### src/rtl/serial_fas_ctrl.sv
// Bit-serial adder/subtractor: one fas cell, LSB first, carry/borrow held in a flop between bits.
// Optional signed-overflow flag built only when SERIAL_FAS_OVF_EN is defined.

module fas (
    input  logic a,
    input  logic b,
    input  logic cin,
    input  logic a_ns,
    output logic s,
    output logic cout
);

    logic a_eff;

    // Subtract inverts a, so cout becomes the borrow of a - b - cin.
    assign a_eff = ~(a ^ a_ns);
    assign s     = a ^ b ^ cin;
    assign cout  = (a_eff & b) | (a_eff & cin) | (b & cin);

endmodule

module serial_fas_ctrl #(
    parameter int unsigned WIDTH = 8
) (
    input  logic             clk,
    input  logic             rst,
    input  logic             start,
    input  logic             a_ns,
    input  logic [WIDTH-1:0] op_a,
    input  logic [WIDTH-1:0] op_b,
    output logic             busy,
    output logic             done,
    output logic [WIDTH-1:0] result,
    output logic             cout,
    output logic             ovf
);

    localparam int unsigned CW = $clog2(WIDTH);

    typedef enum logic [1:0] {
        StIdle,
        StRun,
        StDone
    } state_e;

    state_e           state_q, state_d;
    logic [WIDTH-1:0] a_sr_q, b_sr_q, r_sr_q;
    logic [WIDTH-1:0] result_q;
    logic [CW-1:0]    cnt_q;
    logic             carry_q;
    logic             mode_q;
    logic             cout_q;
    logic             last_bit;
    logic             fas_s, fas_cout;

    fas u_fas (
        .a    (a_sr_q[0]),
        .b    (b_sr_q[0]),
        .cin  (carry_q),
        .a_ns (mode_q),
        .s    (fas_s),
        .cout (fas_cout)
    );

    assign last_bit = (cnt_q == CW'(WIDTH - 1));

    always_comb begin
        state_d = state_q;
        busy    = 1'b0;
        done    = 1'b0;
        unique case (state_q)
            StIdle: begin
                if (start) begin
                    state_d = StRun;
                end
            end
            StRun: begin
                busy = 1'b1;
                if (last_bit) begin
                    state_d = StDone;
                end
            end
            StDone: begin
                done    = 1'b1;
                state_d = StIdle;
            end
            default: state_d = StIdle;
        endcase
    end

    always_ff @(posedge clk) begin
        if (rst) begin
            state_q <= StIdle;
        end else begin
            state_q <= state_d;
        end
    end

    always_ff @(posedge clk) begin
        if (rst) begin
            a_sr_q   <= '0;
            b_sr_q   <= '0;
            r_sr_q   <= '0;
            result_q <= '0;
            cnt_q    <= '0;
            carry_q  <= 1'b0;
            mode_q   <= 1'b0;
            cout_q   <= 1'b0;
        end else begin
            unique case (state_q)
                StIdle: begin
                    if (start) begin
                        a_sr_q  <= op_a;
                        b_sr_q  <= op_b;
                        mode_q  <= a_ns;
                        carry_q <= 1'b0;
                        cnt_q   <= '0;
                    end
                end
                StRun: begin
                    r_sr_q  <= {fas_s, r_sr_q[WIDTH-1:1]};
                    a_sr_q  <= a_sr_q >> 1;
                    b_sr_q  <= b_sr_q >> 1;
                    carry_q <= fas_cout;
                    cnt_q   <= cnt_q + CW'(1);
                    // Publish only on the final bit so outputs hold while the next op runs.
                    if (last_bit) begin
                        result_q <= {fas_s, r_sr_q[WIDTH-1:1]};
                        cout_q   <= fas_cout;
                    end
                end
                default: ;
            endcase
        end
    end

    assign result = result_q;
    assign cout   = cout_q;

`ifdef SERIAL_FAS_OVF_EN
    logic msb_a_q, msb_b_q, ovf_q;
    logic signs_match;

    // Overflow needs like signs for add, unlike signs for subtract.
    assign signs_match = mode_q ? (msb_a_q == msb_b_q) : (msb_a_q != msb_b_q);

    always_ff @(posedge clk) begin
        if (rst) begin
            msb_a_q <= 1'b0;
            msb_b_q <= 1'b0;
            ovf_q   <= 1'b0;
        end else if (state_q == StIdle && start) begin
            msb_a_q <= op_a[WIDTH-1];
            msb_b_q <= op_b[WIDTH-1];
        end else if (state_q == StRun && last_bit) begin
            ovf_q <= signs_match && (fas_s != msb_a_q);
        end
    end

    assign ovf = ovf_q;
`else
    assign ovf = 1'b0;
`endif

endmodule

### config.mk
export PLATFORM = sky130hd
export DESIGN_NAME = serial_fas_ctrl
export DESIGN_NICKNAME = d
export VERILOG_FILES = /design/src/rtl/serial_fas_ctrl.sv
export SDC_FILE = /design/constraint.sdc
export NUM_CORES = 1
export LEC_CHECK = 0
export CORE_ASPECT_RATIO = 0.75
export CORE_UTILIZATION = 50
export DETAILED_ROUTE_END_ITERATION = 6
export PLACE_DENSITY = 0.81
export SKIP_LAST_GASP = 1
export SYNTH_ARGS = -nofsm -noshare
export SYNTH_HDL_FRONTEND = slang
export SYNTH_SLANG_ARGS = --single-unit
### constraint.sdc
create_clock -name clk -period 1.9 [get_ports clk]
set_clock_uncertainty 0.2 [all_clocks]
set_input_delay 0.19 -clock clk [delete_from_list [all_inputs] [get_ports clk]]
set_output_delay 0.19 -clock clk [all_outputs]
set_load 0.02 [all_outputs]
## Word-level counts from Yosys, hierarchy flattened

Cells that the tools add are included.
W data, S select, Z words.

| storage, ports and cells | value |
|---|---|
| bits in registers | 40 |
| bits of input ports | 20 |
| output and inout bits | 12 |
| logic and storage cells | 43 |

| cells by class | value |
|---|---|
| $add $sub $neg | 1 |
| equal/unequal tests | 5 |
| mux-type cells | 13 |
| bitwise gates (word level) | 9 |
| reductions and logical operators | 6 |

Operator list:

| operator | number |
|---|---|
| $pmux W8 S2 | 2 |
| $mux W8 | 2 |
| $reduce_and A2 Y1 | 4 |
| $pmux W3 S2 | 1 |
| $mux W2 | 2 |
| $ne A2 B2 Y1 const B | 2 |
| $pmux W2 S2 | 1 |
| $add A3 B1 Y3 const B | 1 |
| $and A1 B1 Y1 | 3 |
| $eq A3 B3 Y1 const B | 1 |
| $mux W1 | 3 |
| $mux W3 | 1 |
| $xor A1 B1 Y1 | 3 |
| $eq A2 B1 Y1 const B | 1 |
| $eq A2 B2 Y1 const B | 1 |
| $logic_not A2 Y1 | 1 |
| $or A1 B1 Y1 | 2 |
| $pmux W1 S2 | 1 |
| $reduce_bool A2 Y1 | 1 |
| $not A1 Y1 | 1 |

## Longest topological paths before layout

| logic depth | value |
|---|---|
| depth after elaboration | 6 |
| gate-level depth with buffers | 6 |
| gate-level depth less buffers | 5 |

## By module

Synthesis repeated with hierarchy kept, for this count alone.

| second synthesis, totals | value |
|---|---|
| cell total of the unflattened synthesis | 181 |
| area, all modules | 1,687.9 µm² |

By module, submodules not included:

| module | instances | cells each | area each (µm²) | seq. area each (µm²) |
|---|---|---|---|---|
| serial_fas_ctrl | 1 | 177 | 1,650.3 | 780.7 |
| fas | 1 | 4 | 37.5 | 0.0 |

## Worst setup path before layout

OpenSTA, ideal clock, no wires.

| timing | value |
|---|---|
| kind | flip-flop to flip-flop |
| from | register cnt_q[0] |
| to | register cout_q (netlist: cout) |
| library setup time | 0.141 ns |
| data arrival time | 1.124 ns |
| data required time | 1.559 ns |
| path slack | 0.434 ns |
| stages on the path, launching flop included | 7 |
| path buffers | 1 |
| clock period less this slack | 1.466 ns |
| cell sequence | dfxtp_1 ha_1 ha_1 and3b_1 buf_2 nor2_1 a211oi_1 |

| on the way | value |
|---|---|
| cells in the longest elaborated chain, start to end | 2 |

RTL lines:

| element | line | source |
|---|---|---|
| start, declared | 49 | `logic [CW-1:0] cnt_q;` |
| start signal, assigned | 125 | `cnt_q <= cnt_q + CW'(1);` |
| $eq A3 B3 Y1 | 65 | `assign last_bit = (cnt_q == CW'(WIDTH - 1));` |
| $reduce_and A2 Y1 (no source line) | -- |  |
| end signal, assigned | 129 | `cout_q <= fas_cout;` |
| end, declared | 52 | `logic cout_q;` |

Every way passes these cells.
A chain may end at the register's enable or synchronous reset.

## Worst setup path after layout

Same ends and word-level chain as after synthesis.

==> metrics <==
outcome finished, final reports clean; internal power 1.217 mW; synth warn 0; GRT Total Usage 0.2299; Post-Synth Simple-Gate Area 0.2096; Via Count 1,353; Setup WS pre-CTS 0.1155 ns; Final min period 1.716 ns; Worst-Skew Late Latency 0.28 ns; # hold bufs at CTS 0; Critical Path AT 1.67 ns; Die Span Y 51.98 µm; Post-synth top cells nand2_1, dfxtp_1, nor2_1; cell accounting for the most synthesized area dfxtp_1; CP endpoint kind register; Cell variety after synth 29; diode count 0; synthesized cell area 1665 µm²; worst-path maximum fanout 10; Final Wtd Congestion 0.7448; Hold Vio Cnt, Final 0; Post-Synth Adder-Cell Area 0.01503; Iter 0 DRT Violations 63; CP max-delay cell dfxtp_1; fin crit share 0.9033; Remaining Overflow, GRT 0; #FFs+latches synth 39; first-pass GRT wire length 5.871 mm; Switching Share 0.2479; XOR/XNOR Fraction of Synth Area 0.01953; Reg clk slew, reported paths 0.07 ns; WS Path Type register to register; setup TNS 0 ns; drt pass-1 iters 4; main combinational cell family by area after synthesis compound AO/OA/AOI/OAI gates; clock share of power 0.323; RSZ-0062 raised after global routing no; largest net degree at the start of global routing 40; max incr delay on CP 0.37 ns; LEAKAGE 0.7818 nW; Core ar. 3063 µm²; most numerous cell on the critical path ha_1; Cells after Synth 190; count leader, synth nand2_1; Comb pwr share 0.132; Final ANT Viol Nets 0; post-synth top area share 0.4688; clock sink count 39; H-tree Lvls 2; dpl cells 248; Syn Area/Cell 8.765 µm²; per-cell routed wire length 13.76 µm; Fmax 0.5827 GHz; complex-gate fraction of the synthesized area 0.2126; Layout Nets 239; final WL 3.522 mm; Hold Path Class register to register; Sw Pwr 401.1 µW; Net Count, Synth 212; Post-DP HPWL 2.381 mm; setup violators final 0; part of the Yosys area used for sequential elements 0.4688; CTS tree done; Req. time, crit path 1.86 ns; Top Ports 32; fill cell count 259; mux cell area share after synthesis 0.01202; critical path, cell by cell ha_1 > ha_1 > nand3b_1 > a21oi_1 > a211oi_1; total CTS buffers 5; DRC 0; top cells by area, synth dfxtp_1, nand2_1, a311oi_2; power density over the cells 784.3 nW/µm²; PortBufs 30; total power 1.618 mW; Async S/R FF share, synth 0; Std-Cell Rows 17; final setup margin 0.1838 ns; Starting Density 0.5437; vias in the first global route 1,332; Max Cap Viol 0; initial antenna violation count 0; Vias per Instance 5.285; Slew Limit Fails 0; CP Launch Type register; ys flop type dfxtp_1; EDFF count, synth 0; Die ar. 3568 µm²; CTS Buffer Depth 2; die width 68.64 µm; area delta synth->final 23.89%; root buf cell clkbuf_8; Seq pwr share 0.545; layout cells sized above 1 0.1101; peak supply drop 0.4460 mV; non-filler cells, final 256; worst path bufs/invs 0; CP top delay family flip-flops
==> power by group through the flow <==
| stage | clock, mW | combinational [mW] | sequential, mW |
|---|---|---|---|
| floorplan | 0 | 0.151 | 0.889 |
| global placement | 0 | 0.202 | 0.897 |
| detailed placement | 0 | 0.213 | 0.899 |
| CTS | 0.535 | 0.214 | 0.881 |
| global route | 0.581 | 0.234 | 0.886 |
| finish | 0.522 | 0.214 | 0.882 |
==> worst min-delay path, stage by stage (launching register included) <==
cell     delay, ns
dfxtp_1       0.31
nand2_1       0.05
a21oi_1       0.05
==> per-layer routing <==
| metal | track usage | wire length (µm) | vias to the layer above |
|---|---|---|---|
| li1 | - | - | 695 |
| met1 | 0.2843 | 1672 | 624 |
| met2 | 0.3725 | 1671 | 30 |
| met3 | 0.06140 | 142 | 4 |
| met4 | 0.1007 | 36 | 0 |
| met5 | 0 | 0 | - |
==> cell usage in the layout, fill, tap and decap left out, drive strengths merged <==
cell	instances
nand2	58
dfxtp	39
clkdlybuf4s50	28
nor2	22
a21oi	17
a311oi	14
clkbuf	7
a22oi	4
buf	4
a211oi	3
mux2i	2
ha	2
dlymetal6s2s	2
inv	2
o21ai	2
nand2b	1
nor2b	1
o21ba	1
xnor2	1
o21bai	1
nor3b	1
nand3b	1
and3b	1
nor3	1
xor3	1
conb	1
clkinv	1
==> sequential cells by signal (all words and copies together) (netlist names) <==
name,flops
cnt_q,3
r_sr_q,7
a_sr_q,8
result,8
state_q,2
carry_q,1
mode_q,1
b_sr_q,8
cout,1
==> timing repair <==
item                                   CTS  global route
resized for setup                        1             2
buffers inserted                         0             0
endpoints found under the hold margin    0             0
setup endpoints to repair                1             2
==> per-stage QoR <==
stage / hold slack [ns] / util / instance area, µm²
2_1_floorplan: 0.1372 / - / 1665
4_1_cts: 0.2580 / 0.6720 / 2058
3_5_place_dp: 0.2475 / 0.6450 / 1976
3_3_place_gp: 0.2406 / 0.6450 / 1976
5_1_grt: 0.2756 / 0.6736 / 2063
6_report: 0.2554 / 0.6736 / 2063
==> area by class of cell <==
type	instances	area [µm²]	area share
inverter	2	7.507	0.003639
sequential	39	782.0	0.3790
timing repair buffer	34	360.3	0.1747
multi-input combinational	135	784.5	0.3802
clock buffer	7	76.32	0.03699
tap	38	47.55	0.02304
clock inverter	1	5.005	0.002426
==> worst paths after layout <==
kind / start / end / slack [ns] / cells past startpoint
worst max-delay path: cnt_q[0]$_SDFFE_PP0P_ / cout$_SDFFE_PP0P_ / 0.18 / 5
worst max register to register: cnt_q[0]$_SDFFE_PP0P_ / cout$_SDFFE_PP0P_ / 0.18 / 5
worst min register to register: result[1]$_SDFFE_PP0P_ / result[1]$_SDFFE_PP0P_ / 0.26 / 2
worst min-delay path: result[1]$_SDFFE_PP0P_ / result[1]$_SDFFE_PP0P_ / 0.26 / 2
==> cell families after synthesis <==
group                      count (synthesis)
AOI/OAI and AO/OA                         42
xor gates and xnor gates                   2
adders and majority gates                  2
buffers and inverters                     16
DFF                                       39
muxes                                      2
other                                      1
and+or+nand+nor                           86
Note: power is estimated with default switching activity, not from simulation.
